<file path="config.mk">
export PLATFORM = sky130hd
export DESIGN_NAME = pong_match_sequencer
export DESIGN_NICKNAME = d
export VERILOG_FILES = /design/src/rtl/pong_match_sequencer.sv
export SDC_FILE = /design/constraint.sdc
export NUM_CORES = 1
export LEC_CHECK = 0
export CAP_MARGIN = 20
export CORE_ASPECT_RATIO = 0.75
export CORE_UTILIZATION = 50
export DETAILED_ROUTE_END_ITERATION = 7
export PLACE_DENSITY = 0.73
export SYNTH_ARGS = -nofsm -noshare
export SYNTH_HDL_FRONTEND = slang
export SYNTH_SLANG_ARGS = --single-unit
</file>
<file path="constraint.sdc">
create_clock -name clk -period 4.2 [get_ports clk]
set_input_delay 0.63 -clock clk [delete_from_list [all_inputs] [get_ports clk]]
set_output_delay 0.63 -clock clk [all_outputs]
set_load 0.03 [all_outputs]
</file>
<file path="src/rtl/pong_match_sequencer.sv">
// pong_match_sequencer
//   Match controller for the Pong datapath. Steps through the serve, rally,
//   point-hold and game-over phases, owns both score registers, gates the
//   ball/paddle physics and the match countdown, and declares the winner.
//
// Ports
//   clk, rst            system clock, synchronous active-high reset
//   start               start button level (rising edge detected internally)
//   miss1, miss2        level: player 1 / player 2 missed the ball
//   time_up             level: match countdown expired
//   stop                1 = freeze ball/paddle physics (0 only in PLAY)
//   serve_load          1-cycle pulse on SERVE entry: recentre the ball
//   serve_dir           0 = serve toward player 1, 1 = toward player 2
//   timer_run           match countdown enable (1 only in PLAY)
//   score1, score2      player scores, saturating
//   winner              00 none, 01 P1, 10 P2, 11 draw
//   state               IDLE=0 SERVE=1 PLAY=2 POINT=3 OVER=4
module pong_match_sequencer #(
   parameter int unsigned SCORE_W      = 3,
   parameter int unsigned WIN_SCORE    = 7,
   parameter int unsigned SERVE_CYCLES = 200,
   parameter int unsigned POINT_CYCLES = 200,
   parameter int unsigned OVER_CYCLES  = 200
) (
   input  logic               clk,
   input  logic               rst,
   input  logic               start,
   input  logic               miss1,
   input  logic               miss2,
   input  logic               time_up,
   output logic               stop,
   output logic               serve_load,
   output logic               serve_dir,
   output logic               timer_run,
   output logic [SCORE_W-1:0] score1,
   output logic [SCORE_W-1:0] score2,
   output logic [1:0]         winner,
   output logic [2:0]         state
);

   localparam int unsigned MAX_SP  = (SERVE_CYCLES > POINT_CYCLES) ? SERVE_CYCLES : POINT_CYCLES;
   localparam int unsigned MAX_CYC = (MAX_SP > OVER_CYCLES) ? MAX_SP : OVER_CYCLES;
   localparam int unsigned CNT_W   = $clog2(MAX_CYC + 1);

   localparam logic [SCORE_W-1:0] SCORE_MAX = '1;
   localparam logic [SCORE_W-1:0] WIN       = SCORE_W'(WIN_SCORE);

   // SERVE/POINT count down N-1..0 and leave on the zero cycle (exactly N cycles).
   // OVER loads N so start is only honoured from cycle N+1 onward.
   localparam logic [CNT_W-1:0] SERVE_LD = CNT_W'(SERVE_CYCLES - 1);
   localparam logic [CNT_W-1:0] POINT_LD = CNT_W'(POINT_CYCLES - 1);
   localparam logic [CNT_W-1:0] OVER_LD  = CNT_W'(OVER_CYCLES);
   localparam logic [CNT_W-1:0] CNT_ONE  = CNT_W'(1);

   typedef enum logic [2:0] {
      S_IDLE  = 3'd0,
      S_SERVE = 3'd1,
      S_PLAY  = 3'd2,
      S_POINT = 3'd3,
      S_OVER  = 3'd4
   } state_t;

   state_t             state_q, state_d;
   logic [CNT_W-1:0]   cnt_q, cnt_d;
   logic [SCORE_W-1:0] score1_q, score1_d, score2_q, score2_d;
   logic [1:0]         winner_q, winner_d;
   logic               dir_q, dir_d;
   logic               load_q, load_d;
   logic               stop_q, run_q;
   logic               start_q, start_re;
   logic               won;

   function automatic logic [SCORE_W-1:0] inc_sat(input logic [SCORE_W-1:0] v);
      return (v == SCORE_MAX) ? v : v + SCORE_W'(1);
   endfunction

   function automatic logic [1:0] judge(input logic [SCORE_W-1:0] a, input logic [SCORE_W-1:0] b);
      if (a > b) return 2'b01;
      if (b > a) return 2'b10;
      return 2'b11;
   endfunction

   assign start_re = start & ~start_q;

   always_comb begin
      state_d  = state_q;
      cnt_d    = cnt_q;
      score1_d = score1_q;
      score2_d = score2_q;
      winner_d = winner_q;
      dir_d    = dir_q;
      load_d   = 1'b0;
      won      = 1'b0;
      unique case (state_q)
         S_IDLE: begin
            if (start_re) begin
               state_d  = S_SERVE;
               cnt_d    = SERVE_LD;
               score1_d = '0;
               score2_d = '0;
               winner_d = '0;
               dir_d    = 1'b0;
               load_d   = 1'b1;
            end
         end
         S_SERVE: begin
            if (cnt_q == '0) state_d = S_PLAY;
            else             cnt_d   = cnt_q - CNT_ONE;
         end
         S_PLAY: begin
            if (miss1 && miss2) begin
               state_d = S_POINT;
               cnt_d   = POINT_LD;
            end else if (miss1 || miss2) begin
               if (miss1) begin
                  score2_d = inc_sat(score2_q);
                  dir_d    = 1'b0;
                  won      = (score2_d == WIN);
               end else begin
                  score1_d = inc_sat(score1_q);
                  dir_d    = 1'b1;
                  won      = (score1_d == WIN);
               end
               // Winner is judged on the post-increment scores.
               if (time_up || won) begin
                  state_d  = S_OVER;
                  cnt_d    = OVER_LD;
                  winner_d = judge(score1_d, score2_d);
               end else begin
                  state_d = S_POINT;
                  cnt_d   = POINT_LD;
               end
            end else if (time_up) begin
               state_d  = S_OVER;
               cnt_d    = OVER_LD;
               winner_d = judge(score1_q, score2_q);
            end
         end
         S_POINT: begin
            if (cnt_q != '0) begin
               cnt_d = cnt_q - CNT_ONE;
            end else if (time_up) begin
               state_d  = S_OVER;
               cnt_d    = OVER_LD;
               winner_d = judge(score1_q, score2_q);
            end else begin
               state_d = S_SERVE;
               cnt_d   = SERVE_LD;
               load_d  = 1'b1;
            end
         end
         S_OVER: begin
            if (cnt_q != '0)   cnt_d   = cnt_q - CNT_ONE;
            else if (start_re) state_d = S_IDLE;
         end
         default: state_d = S_IDLE;
      endcase
   end

   always_ff @(posedge clk) begin
      // Sampled through reset so a button held across reset yields no edge.
      start_q <= start;
      if (rst) begin
         state_q  <= S_IDLE;
         cnt_q    <= '0;
         score1_q <= '0;
         score2_q <= '0;
         winner_q <= '0;
         dir_q    <= 1'b0;
         load_q   <= 1'b0;
         stop_q   <= 1'b1;
         run_q    <= 1'b0;
      end else begin
         state_q  <= state_d;
         cnt_q    <= cnt_d;
         score1_q <= score1_d;
         score2_q <= score2_d;
         winner_q <= winner_d;
         dir_q    <= dir_d;
         load_q   <= load_d;
         stop_q   <= (state_d != S_PLAY);
         run_q    <= (state_d == S_PLAY);
      end
   end

   assign state      = state_q;
   assign stop       = stop_q;
   assign timer_run  = run_q;
   assign serve_load = load_q;
   assign serve_dir  = dir_q;
   assign score1     = score1_q;
   assign score2     = score2_q;
   assign winner     = winner_q;

endmodule

</file>
==> results of run 1 <==
through the flow:
stage | area, um^2 | util | cells
after floorplan | 1670 | - | 207
after detailed placement | 1880 | 0.613 | 256
after CTS | 1950 | 0.636 | 260
after global placement | 1880 | 0.613 | 256
after global routing | 1950 | 0.636 | 260
final | 1950 | 0.636 | 260
area by class of cell:
| type | count | area, um^2 | share of cell area |
|---|---|---|---|
| Clock buffer | 3 | 41.3 | 0.0212 |
| Multi-Input combinational cell | 161 | 1100 | 0.565 |
| Tap cell | 38 | 47.5 | 0.0244 |
| Inverter | 13 | 48.8 | 0.0250 |
| Timing Repair Buffer | 20 | 200 | 0.103 |
| Sequential cell | 24 | 480 | 0.247 |
| Clock inverter | 1 | 30.0 | 0.0154 |
cell families after synthesis:
| kind of cell | count (synthesis) | synth area share |
|---|---|---|
| mux | 4 | 0.0248 |
| buf+inv | 22 | 0.0511 |
| fa+ha+maj | 9 | 0.0676 |
| xor+xnor | 7 | 0.0368 |
| flops | 24 | 0.289 |
| simple gates | 72 | 0.252 |
| compound gates | 69 | 0.279 |
per-layer routing:
| layer | track usage | routed length (um) |
|---|---|---|
| met1 | 0.409 | 2180 |
| met2 | 0.391 | 1780 |
| met3 | 0.0548 | 301 |
| met4 | 0.0451 | 38 |
| met5 | 0 | 0 |
power groups by stage:
stage          registers (uW)  logic (uW)  clock network (uW)
2_1_floorplan             301         248                   0
3_3_place_gp              298         318                   0
3_5_place_dp              301         330                   0
4_1_cts                   296         332                 208
5_1_grt                   302         375                 219
6_report                  297         339                 206
final timing paths:
kind,startpoint,to,slack (ns)
max,miss1,winner[0],0.82
min,serve_dir,serve_dir,0.47
max reg2reg,score2[0],winner[0],1.30
min reg2reg,serve_dir,serve_dir,0.47
registers in the layout, summed over array words and instances, names as in the netlist:
register,flops
serve_load,1
score1,3
cnt_q,8
start_q,1
stop,1
state,3
score2,3
winner,2
serve_dir,1
timer_run,1
synth_stat cells (3+ instances only):
| cell type | n |
|---|---|
| o211ai_1 | 3 |
| nand2b_1 | 6 |
| clkbuf_1 | 7 |
| a221oi_1 | 3 |
| nor3_1 | 3 |
| mux2i_1 | 3 |
| nand4_1 | 3 |
| o21a_1 | 4 |
| or3_1 | 5 |
| o21ai_0 | 8 |
| dfxtp_1 | 24 |
| nor2_1 | 12 |
| nor4_1 | 3 |
| nand2_1 | 17 |
| xnor2_1 | 5 |
| or4_1 | 6 |
| nor2b_1 | 4 |
| ha_1 | 9 |
| inv_1 | 13 |
| a21oi_1 | 23 |
| a31oi_1 | 3 |
critical path: cells and delay by family:
family	cells	cell delay, ns
multiplexers	1	0.41
adder cells (fa/ha/maj)	1	0.31
AO/OA/AOI/OAI	4	1.01
AND/OR/NAND/NOR	2	0.46
buffers and inverters	1	0.74
==> impl_metrics.tcl, run 1 <==
set metrics [dict create \
    rsz0062_at_grt "false" \
    gr-total-overflow 0 \
    yosysSeqAreaShare 0.289 \
    num_vias 1641 \
    fillers 248 \
    antenna_found_initial 0 \
    clock_latency_ns 0.27 \
    slew-limit-headroom 0.403 \
    cp_cell_sequence "clkdlybuf4s50_1 > a21boi_0 > mux2_2 > ha_1 > nand2_1 > o21ai_0 > a32o_1 > or4_1 > a21oi_1" \
    synth-async-reset-ratio 0 \
    drive_gt1_frac 0.0450 \
    swShare 0.381 \
    post_cts_resized 0 \
    p_seq_frac 0.353 \
    area_growth_pct 17.0 \
    cts_setup_buffers 0 \
    cts_made_buffers 3 \
    drv_slew 0 \
    outcome "completed" \
    synth_warnings 0 \
    p_clk_frac 0.245 \
    synth.area.top_cells "dfxtp_1 (29%), a21oi_1 (6.9%), ha_1 (6.8%)" \
    path_max_fanout 14 \
    p_switching_uw 321 \
    tns_ns 0 \
    ir_drop_mv 0.327 \
    clkSinkCount 24 \
    fin_skew_ns 0.00413 \
    worstHoldPathType "reg -> reg" \
    yosysUniqueCellTypes 52 \
    drtIter0Drc 222 \
    setup_slack_ns 0.817 \
    synth_top_area_frac 0.289 \
    dieArea_um2 3570 \
    viasPerCell 6.31 \
    cts_tree "built" \
    setup_violations 0 \
    synthFlopType "dfxtp_1" \
    die-width_um 68.6 \
    fmax_mhz 296 \
    syn_nets 222 \
    period_share 0.805 \
    ys_ff_latch 24 \
    crit_required_ns 4.38 \
    powerDensity_nw_per_um2 432 \
    hold_path_depth 2 \
    grt_util_all_layers 0.270 \
    gp_congestion 0.980 \
    rr_worst_depth 9 \
    tightest_slew_ns 0.892 \
    wl_per_cell_um 16.5 \
    crit_arrival_ns 3.57 \
    grt_pass1_vias 1494 \
    clkSlewWorstSetupHoldPaths_ns 0.09 \
    htreeDepth 1 \
    die_y_um 52.0 \
    route.detailed.drc 0 \
    ios 21 \
    grt_pass1_wl_um 7160 \
    layout_common_cells "dfxtp_1 (24), a21oi_1 (23), clkdlybuf4s50_1 (20), nand2_1 (17), inv_1 (13)" \
    crit_slowest_cell "clkdlybuf4s50_1" \
    min_period_ns 3.38 \
    criticalPathCategory "in -> reg" \
    fin_hold_ws_ns 0.471 \
    worst_setup_path_start_kind "input port" \
    synthCells 207 \
    syn_area_um2 1670 \
    p_int_uw 521 \
    diodes 0 \
    comb_power_share 0.403 \
    syn-mean-instance-area_um2 8.05 \
    start_util 0.544 \
    routed_wl_um 4300 \
    firstDrtPassIters 5 \
    maxCapViolCount 0 \
    synth_area_leader_cell "dfxtp_1" \
    layout_commonest_cell "dfxtp_1" \
    finalHoldViolations 0 \
    coreArea_um2 3060 \
    dp_hpwl_um 3120 \
    finalPower_uw 841 \
    synth-edff-count 0 \
    p_leak_uw 0.000713 \
    root_buffer "clkbuf_8" \
    ant_nets 0 \
    nNetsFinal 238 \
    cp-end-kind "flop" \
    grt_max_degree 23 \
    post-place-ws_ns 0.574 \
    cpPeakStageDelay_ns 0.74 \
    rows 17 \
    hold_buffers 0 \
    max-clock-path-buffers 2 \
    io_buffer_count 20 \
]
Note: power is estimated with default switching activity, not from simulation.
==> run 2, diff against run 1 <==
==> constraint.sdc (replaced) <==
create_clock -name clk -period 3.4 [get_ports clk]
set_input_delay 0.51 -clock clk [delete_from_list [all_inputs] [get_ports clk]]
set_output_delay 0.51 -clock clk [all_outputs]
set_load 0.03 [all_outputs]
==> run 2 against run 1 <==
Against the previous run:
- critical path depth grew 1
- die area did not move
- via count is 0.55% lower
- setup slack got worse by 0.18 ns
- non-clock buffer count is 4 higher
- global-route usage rose by 0.55 points
- combinational power grew 22%
- register-to-register slack lost 0.58 ns
- routed wire length decreased by 0.65%
- core utilization up 0.98 points
- critical path type unchanged
- largest power group unchanged
==> impl_metrics.tcl, run 2 (synthesis gave the netlist of run 1 again) <==
set metrics [dict create \
    critPathCapture "winner[0]" \
    layout_commonest_cell "dfxtp_1" \
    gp_congestion 0.955 \
    powerDensity_nw_per_um2 525 \
    finalHoldViolations 0 \
    post-place-ws_ns 0.384 \
    dieArea_um2 3570 \
    start_util 0.544 \
    grt_pass1_wl_um 7120 \
    clkSlewWorstSetupHoldPaths_ns 0.08 \
    rsz0062_at_grt "false" \
    fmax_mhz 362 \
    grt_max_degree 17 \
    crit_arrival_ns 2.97 \
    rr_endpoint "winner[0]" \
    ios 21 \
    coreArea_um2 3060 \
    setup_slack_ns 0.641 \
    path_depth 10 \
    viasPerCell 6.18 \
    cp_top_family "compound AO/OA/AOI/OAI gates" \
    cts_tree "built" \
    ir_drop_mv 0.381 \
    die_y_um 52.0 \
    die-width_um 68.6 \
    antenna_found_initial 0 \
    r2r_setup_slack_ns 0.72 \
    outcome "completed" \
    r2r_start "score2[0]" \
    firstDrtPassIters 4 \
    worstHoldPathType "reg -> reg" \
    tightest_slew_ns 0.872 \
    tns_ns 0 \
    route.detailed.drc 0 \
    rows 17 \
    drv_slew 0 \
    post_cts_resized 0 \
    htreeDepth 1 \
    cp-end-kind "flop" \
    min_period_ns 2.76 \
    area_growth_pct 18.8 \
    maxCapViolCount 0 \
    slew-limit-headroom 0.419 \
    rr_worst_depth 9 \
    hold_buffers 0 \
    critPathLaunch "miss1" \
    max_flop_register "cnt_q" \
    p_leak_uw 0.000733 \
    fin_skew_ns 0.0105 \
    num_vias 1632 \
    cts_setup_buffers 0 \
    dp_hpwl_um 3180 \
    drtIter0Drc 240 \
    drive_gt1_frac 0.0619 \
    grt_pass1_vias 1439 \
    worst_setup_path_start_kind "input port" \
    layout_common_cells "dfxtp_1 (24), a21oi_1 (23), clkdlybuf4s50_1 (20), nand2_1 (17), inv_1 (13)" \
    clkSinkCount 24 \
    largest_reg_flops 8 \
    gr-total-overflow 0 \
    grt_util_all_layers 0.276 \
    crit_required_ns 3.61 \
    max-clock-path-buffers 2 \
    ant_nets 0 \
    cp_cell_sequence "clkdlybuf4s50_1 > buf_4 > a21oi_1 > mux2i_1 > ha_1 > nand2_1 > o21ai_0 > a32o_1 > or4_1 > a21oi_1" \
    setup_violations 0 \
    cp_num_buf_inv 2 \
    crit_slowest_cell "clkdlybuf4s50_1" \
    diodes 0 \
    cts_made_buffers 3 \
    io_buffer_count 20 \
    clock_latency_ns 0.28 \
    nNetsFinal 242 \
    path_max_fanout 13 \
    criticalPathCategory "in -> reg" \
    wl_per_cell_um 16.2 \
    period_share 0.812 \
    root_buffer "clkbuf_8" \
    fin_hold_ws_ns 0.462 \
    routed_wl_um 4270 \
    cpPeakStageDelay_ns 0.42 \
    crit_path_frequent_cell "a21oi_1" \
]
==> run 2: changes by cell type in the layout (fill, tap and decap cells not counted) <==
cell,delta
buf_4,+4
==> run 2: per-layer routing <==
metal,GRT usage,vias to the layer above,wire length [um]
met5,0,-,0
met4,0.0729,0,38
met3,0.0592,7,328
met2,0.377,74,1670
met1,0.423,742,2230
li1,-,809,-
==> run 2: power breakdown <==
group,leakage [uW],switching (uW),internal (uW)
clock,0.0000357,101,158
sequential,0.000196,50.7,315
combinational,0.000501,241,173
total,0.000733,393,646
==> run 2: through the flow <==
step,instances,power [uW],utilization,cell area (um^2)
after CTS,264,1040,0.646,1980
final,264,1040,0.646,1980
after global placement,260,766,0.623,1910
after global routing,264,1100,0.646,1980
after detailed placement,260,778,0.623,1910
after floorplan,207,678,-,1670
==> run 2: final cells by class <==
cell class,instances,area [um^2]
clock inverter,1,30.0
sequential,24,480
fill,277,1080
inverter,13,48.8
clock buffer,3,41.3
tap,38,47.5
timing repair buffer,24,230
multi-input combinational,161,1100
==> run 2: how the worst min path moves through the flow <==
stage                           end  slack [ns]  depth (start not counted)  startpoint
after floorplan            cnt_q[1]        0.48                          2    cnt_q[1]
after global placement    serve_dir        0.44                          2   serve_dir
after detailed placement  serve_dir        0.45                          2   serve_dir
after CTS                 serve_dir        0.47                          2   serve_dir
after global routing      winner[0]        0.51                          2   winner[0]
final                     serve_dir        0.46                          2   serve_dir
==> run 2: tightest hold or removal path: stages (launching register included) <==
cell	delay, ns
dfxtp_1	0.32
nand2_1	0.05
a21oi_1	0.05
==> run 3, diff against run 2 <==
==> constraint.sdc (replaced) <==
create_clock -name clk -period 2.6 [get_ports clk]
set_input_delay 0.39 -clock clk [delete_from_list [all_inputs] [get_ports clk]]
set_output_delay 0.39 -clock clk [all_outputs]
set_load 0.03 [all_outputs]
==> run 3 against run 2 <==
Against the previous run:
- non-clock buffer count increased by 9
- die area unchanged
- sequential share of layout area shrank 0.92 points
- combinational power increased by 35%
- core utilization grew 2.5 points
- critical path depth decreased by 1
- sequential power grew 30%
- clock power up 29%
- routed wire length shrank 0.73%
- critical endpoint unchanged
- highest routed layer unchanged
==> impl_metrics.tcl, run 3 (synthesis gave the netlist of run 1 again) <==
set metrics [dict create \
    period_share 0.954 \
    grt.busiest_layer "met1" \
    cp_cell_sequence "clkdlybuf4s50_1 > a21boi_2 > mux2_2 > ha_1 > nand2_1 > o21ai_1 > a32o_1 > or4_1 > a21oi_1" \
    dp_hpwl_um 3240 \
    clkSinkCount 24 \
    grt_max_degree 17 \
    finalPower_uw 1370 \
    rows 17 \
    max_flop_register "cnt_q" \
    drive_gt1_frac 0.111 \
    nNetsFinal 251 \
    crit_slowest_cell "clkdlybuf4s50_1" \
    path_max_fanout 2 \
    met3_usage 0.0658 \
    clock_latency_ns 0.27 \
    layout_commonest_cell "dfxtp_1" \
    routed_wl_um 4240 \
    root_buffer "clkbuf_8" \
    cts_tree "built" \
    ios 21 \
    num_vias 1642 \
    criticalPathCategory "in -> reg" \
    grt_util_all_layers 0.276 \
    io_buffer_count 20 \
    regArea_um2 480 \
    multiInputGateArea_um2 1110 \
    drv_slew 0 \
    start_util 0.544 \
    finalHoldViolations 0 \
    worstHoldPathType "reg -> reg" \
    htreeDepth 1 \
    met1_usage 0.421 \
    ir_drop_mv 0.497 \
    outcome "completed" \
    min_period_ns 2.48 \
    rr_worst_depth 9 \
    cp_top_family "compound AO/OA/AOI/OAI gates" \
    tightest_slew_ns 0.571 \
    min_from "serve_dir" \
    maxCapViolCount 0 \
    crit_required_ns 2.80 \
    gp_congestion 1.00 \
    die-width_um 68.6 \
    area_growth_pct 23.4 \
    grt.met2_usage 0.373 \
    diodes 0 \
    fillers 254 \
    cp_num_buf_inv 1 \
    worst_setup_path_start_kind "input port" \
    clkSlewWorstSetupHoldPaths_ns 0.09 \
    max-clock-path-buffers 2 \
    slew-limit-headroom 0.614 \
    fin_skew_ns 0.00481 \
    drtIter0Drc 128 \
    viasPerCell 6.01 \
    setup_violations 0 \
    r2r_start "score2[1]" \
    rsz0062_at_grt "false" \
    cpPeakStageDelay_ns 0.48 \
    fmax_mhz 403 \
    dp_cells 269 \
    largest_reg_flops 8 \
    hold-path-endpoint "serve_dir" \
    dieArea_um2 3570 \
    grt_pass1_vias 1493 \
    gr-total-overflow 0 \
    firstDrtPassIters 8 \
    hold_buffers 0 \
    die_y_um 52.0 \
    grt_pass1_wl_um 7140 \
    fin_cells 273 \
    route.detailed.drc 0 \
    cp-end-kind "flop" \
    r2r_setup_slack_ns 0.15 \
    ant_nets 0 \
    wl_per_cell_um 15.5 \
    rr_endpoint "winner[0]" \
    hold_path_depth 2 \
    layout_common_cells "dfxtp_1 (24), a21oi_1 (22), clkdlybuf4s50_1 (20), nand2_1 (17)" \
    powerDensity_nw_per_um2 665 \
    antenna_found_initial 0 \
    cts_made_buffers 3 \
    coreArea_um2 3060 \
    p_leak_uw 0.000775 \
    crit_arrival_ns 2.68 \
]
==> run 3: changes by cell type in the layout (fill, tap and decap cells not counted), sizes merged <==
cell  change
buf       +9
==> run 3: routing by layer <==
metal / wire length (um) / vias up
met4: 43 / 0
met1: 2220 / 743
met3: 288 / 6
met2: 1690 / 63
li1: - / 830
met5: 0 / -
==> run 3: area by class of cell <==
| type | instances | area share |
|---|---|---|
| repair buffers | 33 | 0.145 |
| clock inverters | 1 | 0.0146 |
| multi-input cells | 161 | 0.540 |
| well taps | 38 | 0.0231 |
| inverters | 13 | 0.0237 |
| flip-flops and latches | 24 | 0.234 |
| clock buffers | 3 | 0.0201 |
==> run 3: how the worst max path moves through the flow <==
stage | from | end | slack (ns) | cells after the start
after global routing | miss1 | winner[0] | 0.01 | 10
final | miss1 | winner[0] | 0.12 | 9
after floorplan | score2[0] | winner[0] | 0.04 | 9
after global placement | miss1 | winner[0] | -0.08 | 9
after detailed placement | miss1 | winner[0] | -0.18 | 10
after CTS | score2[1] | winner[0] | 0.07 | 9
==> run 3: metrics by stage <==
step           hold WS (ns)  area (um^2)  setup TNS [ns]  utilization  setup WS, ns
6_report              0.463         2060               0        0.671         0.119
5_1_grt               0.485         2060               0        0.671        0.0108
4_1_cts               0.471         2050               0        0.669        0.0713
3_5_place_dp          0.451         1980          -0.262        0.646        -0.176
3_3_place_gp          0.443         1980          -0.120        0.646       -0.0783
2_1_floorplan         0.418         1670               0            -        0.0443
==> run 3: power by group <==
part	total [uW]	internal, uW	switching [uW]
clock network	334	206	128
registers	474	412	61.6
logic	560	242	317
total	1370	861	507
==> run 3: timing repair <==
| item | in CTS | in global routing |
|---|---|---|
| resized for setup | 0 | 3 |
| buffers inserted | 0 | 0 |
| endpoints found under the setup margin | 0 | 2 |
==> run 3: tightest hold or removal path, cell delays in order, from the launching register on <==
cell and delay, ns:
dfxtp_1 0.32, nand2_1 0.05, a21oi_1 0.05
